[src/rtl/clksel_sched.sv]
// clksel_sched: sequences the CPU clock switch between the fast divided clock
// and the slow host clock. It asks for the slow clock while a host-bus access
// is pending, and acknowledges the access only after the switch confirms the
// slow clock. Divider changes are applied only while the slow clock is confirmed.
// Optional build macro CLKSEL_DWELL_EN: the block holds the slow clock for at
// least LS_DWELL cycles before it returns to the fast clock.
module clksel_sched #(
  parameter int SYNC_STAGES = 2,
  parameter int TIMEOUT     = 255,
  parameter int LS_DWELL    = 4
) (
  input  logic       hsclk_in,
  input  logic       rst,
  input  logic       ls_req,
  input  logic       force_ls,
  input  logic [1:0] cfg_div_sel,
  input  logic       cfg_div_we,
  input  logic       hsclk_selected,
  input  logic       lsclk_selected,
  output logic       hsclk_sel,
  output logic [1:0] cpuclk_div_sel,
  output logic       ls_ack,
  output logic       busy,
  output logic       timeout_err
);

  typedef enum logic [1:0] {TO_LS, LS_RUN, TO_HS, HS_RUN} state_t;

  localparam logic [7:0] TMO_LAST = 8'(TIMEOUT - 1);

  state_t                 state, state_nxt;
  logic [SYNC_STAGES-1:0] hs_sync, ls_sync;
  logic                   hs_s, ls_s;
  logic                   div_pending, div_apply;
  logic [1:0]             div_pend_val;
  logic [7:0]             tmo_cnt;
  logic                   in_trans, enter_trans;
  logic                   dwell_ok;

  // Synchronise the asynchronous switch feedback before any decision uses it.
  // NOTE: state updates use non-blocking assignments, so every flop samples the
  // pre-edge value of its neighbour and the shift chain does not collapse.
  always_ff @(posedge hsclk_in) begin
    if (rst) begin
      hs_sync <= '0;
      ls_sync <= '0;
    end else begin
      hs_sync <= {hs_sync[SYNC_STAGES-2:0], hsclk_selected};
      ls_sync <= {ls_sync[SYNC_STAGES-2:0], lsclk_selected};
    end
  end

  assign hs_s = hs_sync[SYNC_STAGES-1];
  assign ls_s = ls_sync[SYNC_STAGES-1];

  // State register. Reset lands in TO_LS, which matches the switch's own reset-to-slow state.
  always_ff @(posedge hsclk_in) begin
    if (rst) state <= TO_LS;
    else     state <= state_nxt;
  end

`ifdef CLKSEL_DWELL_EN
  localparam logic [7:0] DWELL_MIN = 8'(LS_DWELL);
  logic [7:0] dwell_cnt;

  // Dwell counter: counts the cycles spent in LS_RUN and saturates. It restarts on each LS_RUN entry.
  always_ff @(posedge hsclk_in) begin
    if (rst)                                      dwell_cnt <= '0;
    else if (state != LS_RUN && state_nxt == LS_RUN) dwell_cnt <= '0;
    else if (state == LS_RUN && dwell_cnt != 8'hFF)  dwell_cnt <= dwell_cnt + 8'd1;
  end

  assign dwell_ok = (dwell_cnt >= DWELL_MIN);
`else
  assign dwell_ok = 1'b1;
`endif

  // Next-state and handshake outputs. The outputs are decoded from the state.
  // NOTE: every output of this block gets a default first, so no path through
  // the case statement can leave a value unassigned and infer a latch.
  always_comb begin
    state_nxt = state;
    hsclk_sel = 1'b0;
    busy      = 1'b0;
    ls_ack    = 1'b0;
    case (state)
      TO_LS: begin
        busy = 1'b1;
        if (ls_s && !hs_s) state_nxt = LS_RUN;
      end
      LS_RUN: begin
        ls_ack = ls_req;
        if (!ls_req && !force_ls && !div_pending && dwell_ok) state_nxt = TO_HS;
      end
      TO_HS: begin
        hsclk_sel = 1'b1;
        busy      = 1'b1;
        if (hs_s && !ls_s) state_nxt = HS_RUN;
      end
      HS_RUN: begin
        hsclk_sel = 1'b1;
        if (ls_req || force_ls || div_pending) state_nxt = TO_LS;
      end
      default: state_nxt = TO_LS;
    endcase
  end

  assign div_apply = (state == LS_RUN) && div_pending;

  // Divider staging. A write is held pending and reaches the switch only in LS_RUN.
  // A write that coincides with an apply stays pending for the next cycle.
  // NOTE: all registers here, including the small staging value, are in the
  // reset branch, so no control flop starts the run with an unknown value.
  always_ff @(posedge hsclk_in) begin
    if (rst) begin
      cpuclk_div_sel <= 2'b00;
      div_pend_val   <= 2'b00;
      div_pending    <= 1'b0;
    end else begin
      if (div_apply) cpuclk_div_sel <= div_pend_val;
      if (cfg_div_we) begin
        div_pend_val <= cfg_div_sel;
        div_pending  <= 1'b1;
      end else if (div_apply) begin
        div_pending  <= 1'b0;
      end
    end
  end

  assign in_trans    = (state == TO_LS) || (state == TO_HS);
  assign enter_trans = (state_nxt != state) && ((state_nxt == TO_LS) || (state_nxt == TO_HS));

  // Confirmation timeout. The counter saturates. The error flag is sticky and
  // rises TIMEOUT cycles after entry into a transition state.
  always_ff @(posedge hsclk_in) begin
    if (rst) begin
      tmo_cnt     <= '0;
      timeout_err <= 1'b0;
    end else begin
      if (enter_trans)                        tmo_cnt <= '0;
      else if (in_trans && tmo_cnt != 8'hFF)  tmo_cnt <= tmo_cnt + 8'd1;
      if (in_trans && tmo_cnt >= TMO_LAST)    timeout_err <= 1'b1;
    end
  end

endmodule

[config.mk]
export PLATFORM = sky130hd
export DESIGN_NAME = clksel_sched
export DESIGN_NICKNAME = d
export VERILOG_FILES = /design/src/rtl/clksel_sched.sv
export SDC_FILE = /design/constraint.sdc
export NUM_CORES = 1
export LEC_CHECK = 0
export ABC_CLOCK_PERIOD_IN_PS = 2230
export BUFFER_PORTS_ARGS = -buffer_cell sky130_fd_sc_hd__buf_2
export CELL_PAD_IN_SITES_DETAIL_PLACEMENT = 1
export CELL_PAD_IN_SITES_GLOBAL_PLACEMENT = 2
export CORE_MARGIN = 5
export CORE_UTILIZATION = 35
export CTS_CLUSTER_DIAMETER = 100
export DETAILED_ROUTE_END_ITERATION = 10
export GPL_ROUTABILITY_DRIVEN = 1
export PLACE_DENSITY_LB_ADDON = 0.12
export SYNTH_ARGS = -nofsm -noshare
export SYNTH_HDL_FRONTEND = slang
export SYNTH_SLANG_ARGS = --single-unit
[constraint.sdc]
create_clock -name hsclk_in -period 2.23 [get_ports hsclk_in]
set_input_delay 0.446 -clock hsclk_in [delete_from_list [all_inputs] [get_ports hsclk_in]]
set_output_delay 0.446 -clock hsclk_in [all_outputs]
set_load 0.02 [all_outputs]
---- Word-level counts from Yosys, hierarchy flattened ----
Index checks and enable logic that the tools add are counted.
storage, ports and cells
  logic and storage cells ................. 49
  output and inout port bits .............. 6
  bits in registers ....................... 20
  bits of input ports ..................... 9
operators by class
  add/sub/neg operators ................... 1
  reductions and logical operators ........ 23
  equal/unequal tests ..................... 6
  muxes and demuxes ....................... 10
  magnitude comparators ................... 1
operators by type and width
  kind                                                                   count
  8-bit by 1-bit adder with 8-bit output, second input constant          1
  8-bit >= comparator, second input constant                             1
  1-bit logical AND                                                      8
  2-bit 2-to-1 mux                                                       4
  8-bit != test, second input constant                                   1
  2-bit one-hot mux with 4 select lines                                  1
  2-bit equality test, second input constant                             3
  2-bit OR reduction                                                     3
  1-bit logical NOT                                                      5
  1-bit 2-to-1 mux                                                       5
  2-bit logical NOT                                                      2
  1-bit logical OR                                                       4
  2-bit by 1-bit equality test with 1-bit output, second input constant  1
  2-bit != test                                                          1
  2-bit nonzero test                                                     1

---- Depth between registers and ports, before layout ----
  word-level depth ........................ 9
  mapped depth ............................ 6
  mapped depth without buffers ............ 6

---- Least setup slack after synthesis ----
OpenSTA, ideal clock, no wires.
  path kind ............................... register to register
  start point ............................. register tmo_cnt[1]
  end point ............................... register tmo_cnt[6]
  required time ........................... 2.110 ns
  cell stages (with the launch flop) ...... 6
  library setup time ...................... 0.120 ns
  slack ................................... 0.788 ns
  period minus slack after synthesis ...... 1.442 ns
  arrival ................................. 1.322 ns
  path buffers ............................ 0
  cells stage by stage .................... dfxtp_1 > ha_1 > nor2b_1 > nand3_1 > nor3b_1 > nor3_1
between the ends
  longest elaborated chain between the ends .. 2
  elaborated cells on any way between the ends .. 3
  those cells by class .................... add/sub (1); eq/ne (1); reduce/logical (1)
ends and longest elaborated chain
  item                                                                                            RTL line  source
  start, declared                                                                                 36        logic [7:0] tmo_cnt;
  start signal, assigned                                                                          141       else if (in_trans && tmo_cnt != 8'hFF) tmo_cnt <= tmo_cnt + 8'd1;
  parallel branches: the longest is 2 deep, another holds 8-bit by 1-bit adder with 8-bit output  -
Several ways; the timed one is not identified.
A chain may end at the register's enable or synchronous reset.

---- Final worst setup path ----
  start point ............................. register state[0]
  end point ............................... output port ls_ack
between the ends
  longest elaborated chain between the ends .. 2
ends and longest elaborated chain
  item                                            RTL line  source
  start, declared                                 31        state_t state, state_nxt;
  start signal, assigned                          59        else state <= state_nxt;
  2-bit by 1-bit equality test with 1-bit output  86        case (state)
  1-bit 2-to-1 mux                                86
  end, declared                                   22        output logic ls_ack,
Every way passes these cells.

==> impl_results.rst <==
.. list-table::
   :header-rows: 1

   * - Metric
     - Value
   * - Run status
     - finished, final reports clean
   * - Worst-margin pin slew
     - 446 ps
   * - Via count normalized by instance count
     - 4.84
   * - Via count of the first global-routing pass
     - 692
   * - Distinct cell type count after synthesis
     - 30
   * - Most repeated cell in the gate-level netlist after synthesis
     - sky130_fd_sc_hd__dfxtp_1
   * - Fill cell instance count of the final layout
     - 287
   * - Root Buffer Master
     - sky130_fd_sc_hd__clkbuf_4
   * - Upper clock frequency limit
     - 0.572 GHz
   * - Share of the core filled with cells in the final layout
     - 0.411
   * - Initial core utilization
     - 0.358
   * - Clock network power share
     - 0.319
   * - Sequential fraction of design power
     - 0.592
   * - Count of instances resized after the clock tree is built
     - 0
   * - Standard-cell row count
     - 18
   * - Avg Synthesized Cell Area
     - 9.49 um2
   * - Kind of critical path
     - reg2out
   * - Global-route congestion overflow total
     - 0
   * - Peak ir drop on the vdd network
     - 0.384 mV
   * - Register bit total from synthesis
     - 20
   * - First-pass GRT wire length
     - 2950 um
   * - WL/cell
     - 12.0 um
   * - Total clock buffers created by CTS
     - 3
   * - Proportion of synthesized chip area in sequential cells
     - 0.464
   * - Combinational share of power
     - 0.089
   * - Period utilization
     - 0.785
   * - Sinks on Clock Net
     - 20
   * - Final hold violations
     - 0
   * - Power Dens Cells
     - 672 nW/um2
   * - Nets@finish
     - 117
   * - Initial antenna violation count
     - 0
   * - # IOs
     - 15
   * - Drt first pass iters
     - 2
   * - Type of the most critical hold path
     - in2reg
   * - Ranking of synthesized cells by instance count
     - sky130_fd_sc_hd__dfxtp_1, sky130_fd_sc_hd__nor2_1, sky130_fd_sc_hd__mux2i_1, sky130_fd_sc_hd__nor2b_1
   * - LEAKAGE
     - 0.407 nW
   * - Warning count from the yosys run
     - 0
   * - Fraction of power spent switching nets
     - 0.247
   * - Total routed wirelength
     - 1620 um
   * - Horizontal extent of the die
     - 59.7 um
   * - Post-synthesis async set-or-reset flop share
     - 0
   * - Data required time of the critical path
     - 1780 ps
   * - Final Non-Filler Cells
     - 135
   * - Setup repair after global routing missed its margin
     - false
   * - Cell accounting for the most synthesized area
     - sky130_fd_sc_hd__dfxtp_1
   * - Area share of the leading cell type in the synthesized netlist
     - 0.464
   * - Largest net degree at the start of global routing
     - 13
   * - Worst rel slew slack
     - 0.702
   * - Post-Synthesis Cells
     - 91
   * - Post-detail-place hpwl
     - 1210 um
   * - DRC violation count after routing
     - 0
   * - Internal Pwr Total
     - 0.501 mW
   * - Number of buffers on the longest clock path
     - 2
   * - Count of inserted antenna diode cells
     - 0
   * - Routability congestion estimate from global placement
     - 0.707
   * - Post-synth net total
     - 102
   * - GRT Total Usage
     - 0.110
   * - Number of enable-type register cells in the synthesized netlist
     - 0
   * - Arr. time, crit path
     - 1300 ps
   * - Number of antenna-violating nets in the routed design
     - 0
   * - Cell types occupying the most area after synthesis
     - sky130_fd_sc_hd__dfxtp_1, sky130_fd_sc_hd__nor2_1, sky130_fd_sc_hd__mux2i_1
   * - Capturing element type of the critical path
     - primary output
   * - Number of max-cap violations
     - 0
   * - Signed area change from the synthesized netlist to the final layout
     - 14.6%
   * - Proportion of layout cells with a drive suffix above 1
     - 0.210
   * - CTS tree
     - yes
   * - Hold buffer count at CTS
     - 0
   * - Clock latency at the later pin of the worst-skew pair
     - 300 ps
   * - Kind of launch point of the worst setup path
     - register
   * - Post-layout min period
     - 1750 ps
   * - Setup Buffers After CTS
     - 0
   * - IO buf count
     - 14
   * - Violation count after the first detailed-routing iteration
     - 2
   * - Synthesized area
     - 863 um2
   * - Maximum level of the CTS H-tree
     - 1
   * - Full die area
     - 3560 um2
   * - Number of setup violations in the final report
     - 0
   * - Placed insts
     - 131
   * - Via Count
     - 654
   * - Maximum fanout count along the critical path
     - 11
   * - Clock input transition at the sequential cells of the worst setup and hold paths
     - 110 ps
   * - Number of max-slew violations in the final report
     - 0
   * - Power after layout
     - 0.665 mW
   * - DIE HEIGHT
     - 59.7 um
   * - Clock skew after layout
     - 6.03 ps
   * - Final TNS setup
     - 0 ps
   * - CORE AREA
     - 2410 um2
   * - Prevailing post-synth register cell
     - sky130_fd_sc_hd__dfxtp_1
   * - Net switching power
     - 0.164 mW
## worst max-delay path, cell delays in order (launching register included)
cell and delay [ps]:
sky130_fd_sc_hd__dfxtp_1 610, sky130_fd_sc_hd__nand2b_1 130, sky130_fd_sc_hd__nor2_1 100, sky130_fd_sc_hd__buf_2 170
## sequential cells by signal, indices dropped and copies added, names as in the netlist
signal and flops:
cpuclk_div_sel 2, div_pend_val 2, div_pending 1, hs_sync 2
ls_sync 2, state 2, timeout_err 1, tmo_cnt 8
## per-layer routing
metal | part of all wire | global-route usage
met1 | 0.44 | 0.119
met2 | 0.50 | 0.188
met3 | 0.049 | 0.0497
met4 | 0.0093 | 0.0348
met5 | 0 | 0
## placed cells by master (no fill, tap or decap), drive strengths merged, types with 2 or more instances in the layout
cell and instances:
a211oi 2, nor2b 5, inv 3, dfxtp 20
buf 14, a31oi 4, mux2i 5, nand3 3
a21oi 3, and3 2, nor3 2, nor2 18
clkbuf 4, nand3b 2, ha 2, xnor2 4
## area by class of cell
type                    count  area, um2  area share
well taps                  30       37.5      0.0379
multi-input cells          64        434       0.439
flip-flops and latches     20        400       0.405
clock buffers               4       36.3      0.0367
repair buffers             14       70.1      0.0708
inverters                   3       11.3      0.0114
## cells by family (layout without fill, tap and decap cells)
group                      after synthesis  after routing  share of synthesized area
buffers and inverters                    7             21                     0.0333
AOI/OAI and AO/OA                       14             14                      0.129
DFF                                     20             20                      0.464
xor gates and xnor gates                 5              5                     0.0507
and+or+nand+nor                         38             38                      0.236
muxes                                    5              5                     0.0580
adders and majority gates                2              2                     0.0290
## through the flow
step	cell area [um2]	hold slack (ps)	setup slack, ps
floorplan	863	414	788
global placement	953	421	611
detailed placement	953	433	587
CTS	990	340	467
global route	990	342	366
finish	990	350	480
## power by group through the flow
stage | Sequential (mW) | Combinational, mW | Clock (mW)
4_1_cts | 0.394 | 0.0609 | 0.224
3_3_place_gp | 0.402 | 0.0593 | 0
5_1_grt | 0.399 | 0.0693 | 0.238
6_report | 0.394 | 0.0589 | 0.212
2_1_floorplan | 0.395 | 0.0467 | 0
3_5_place_dp | 0.402 | 0.0595 | 0
## worst paths after layout
kind                            from                       to  slack, ps  cells after the start
max              state[0]$_SDFF_PP0_                   ls_ack        480                      3
max reg2reg  tmo_cnt[1]$_SDFFE_PP0P_  tmo_cnt[6]$_SDFFE_PP0P_        580                      5
min                   hsclk_selected    hs_sync[0]$_SDFF_PP0_        350                      2
min reg2reg    hs_sync[0]$_SDFF_PP0_    hs_sync[1]$_SDFF_PP0_        450                      1
No activity file was read; power rests on OpenSTA's default activity.
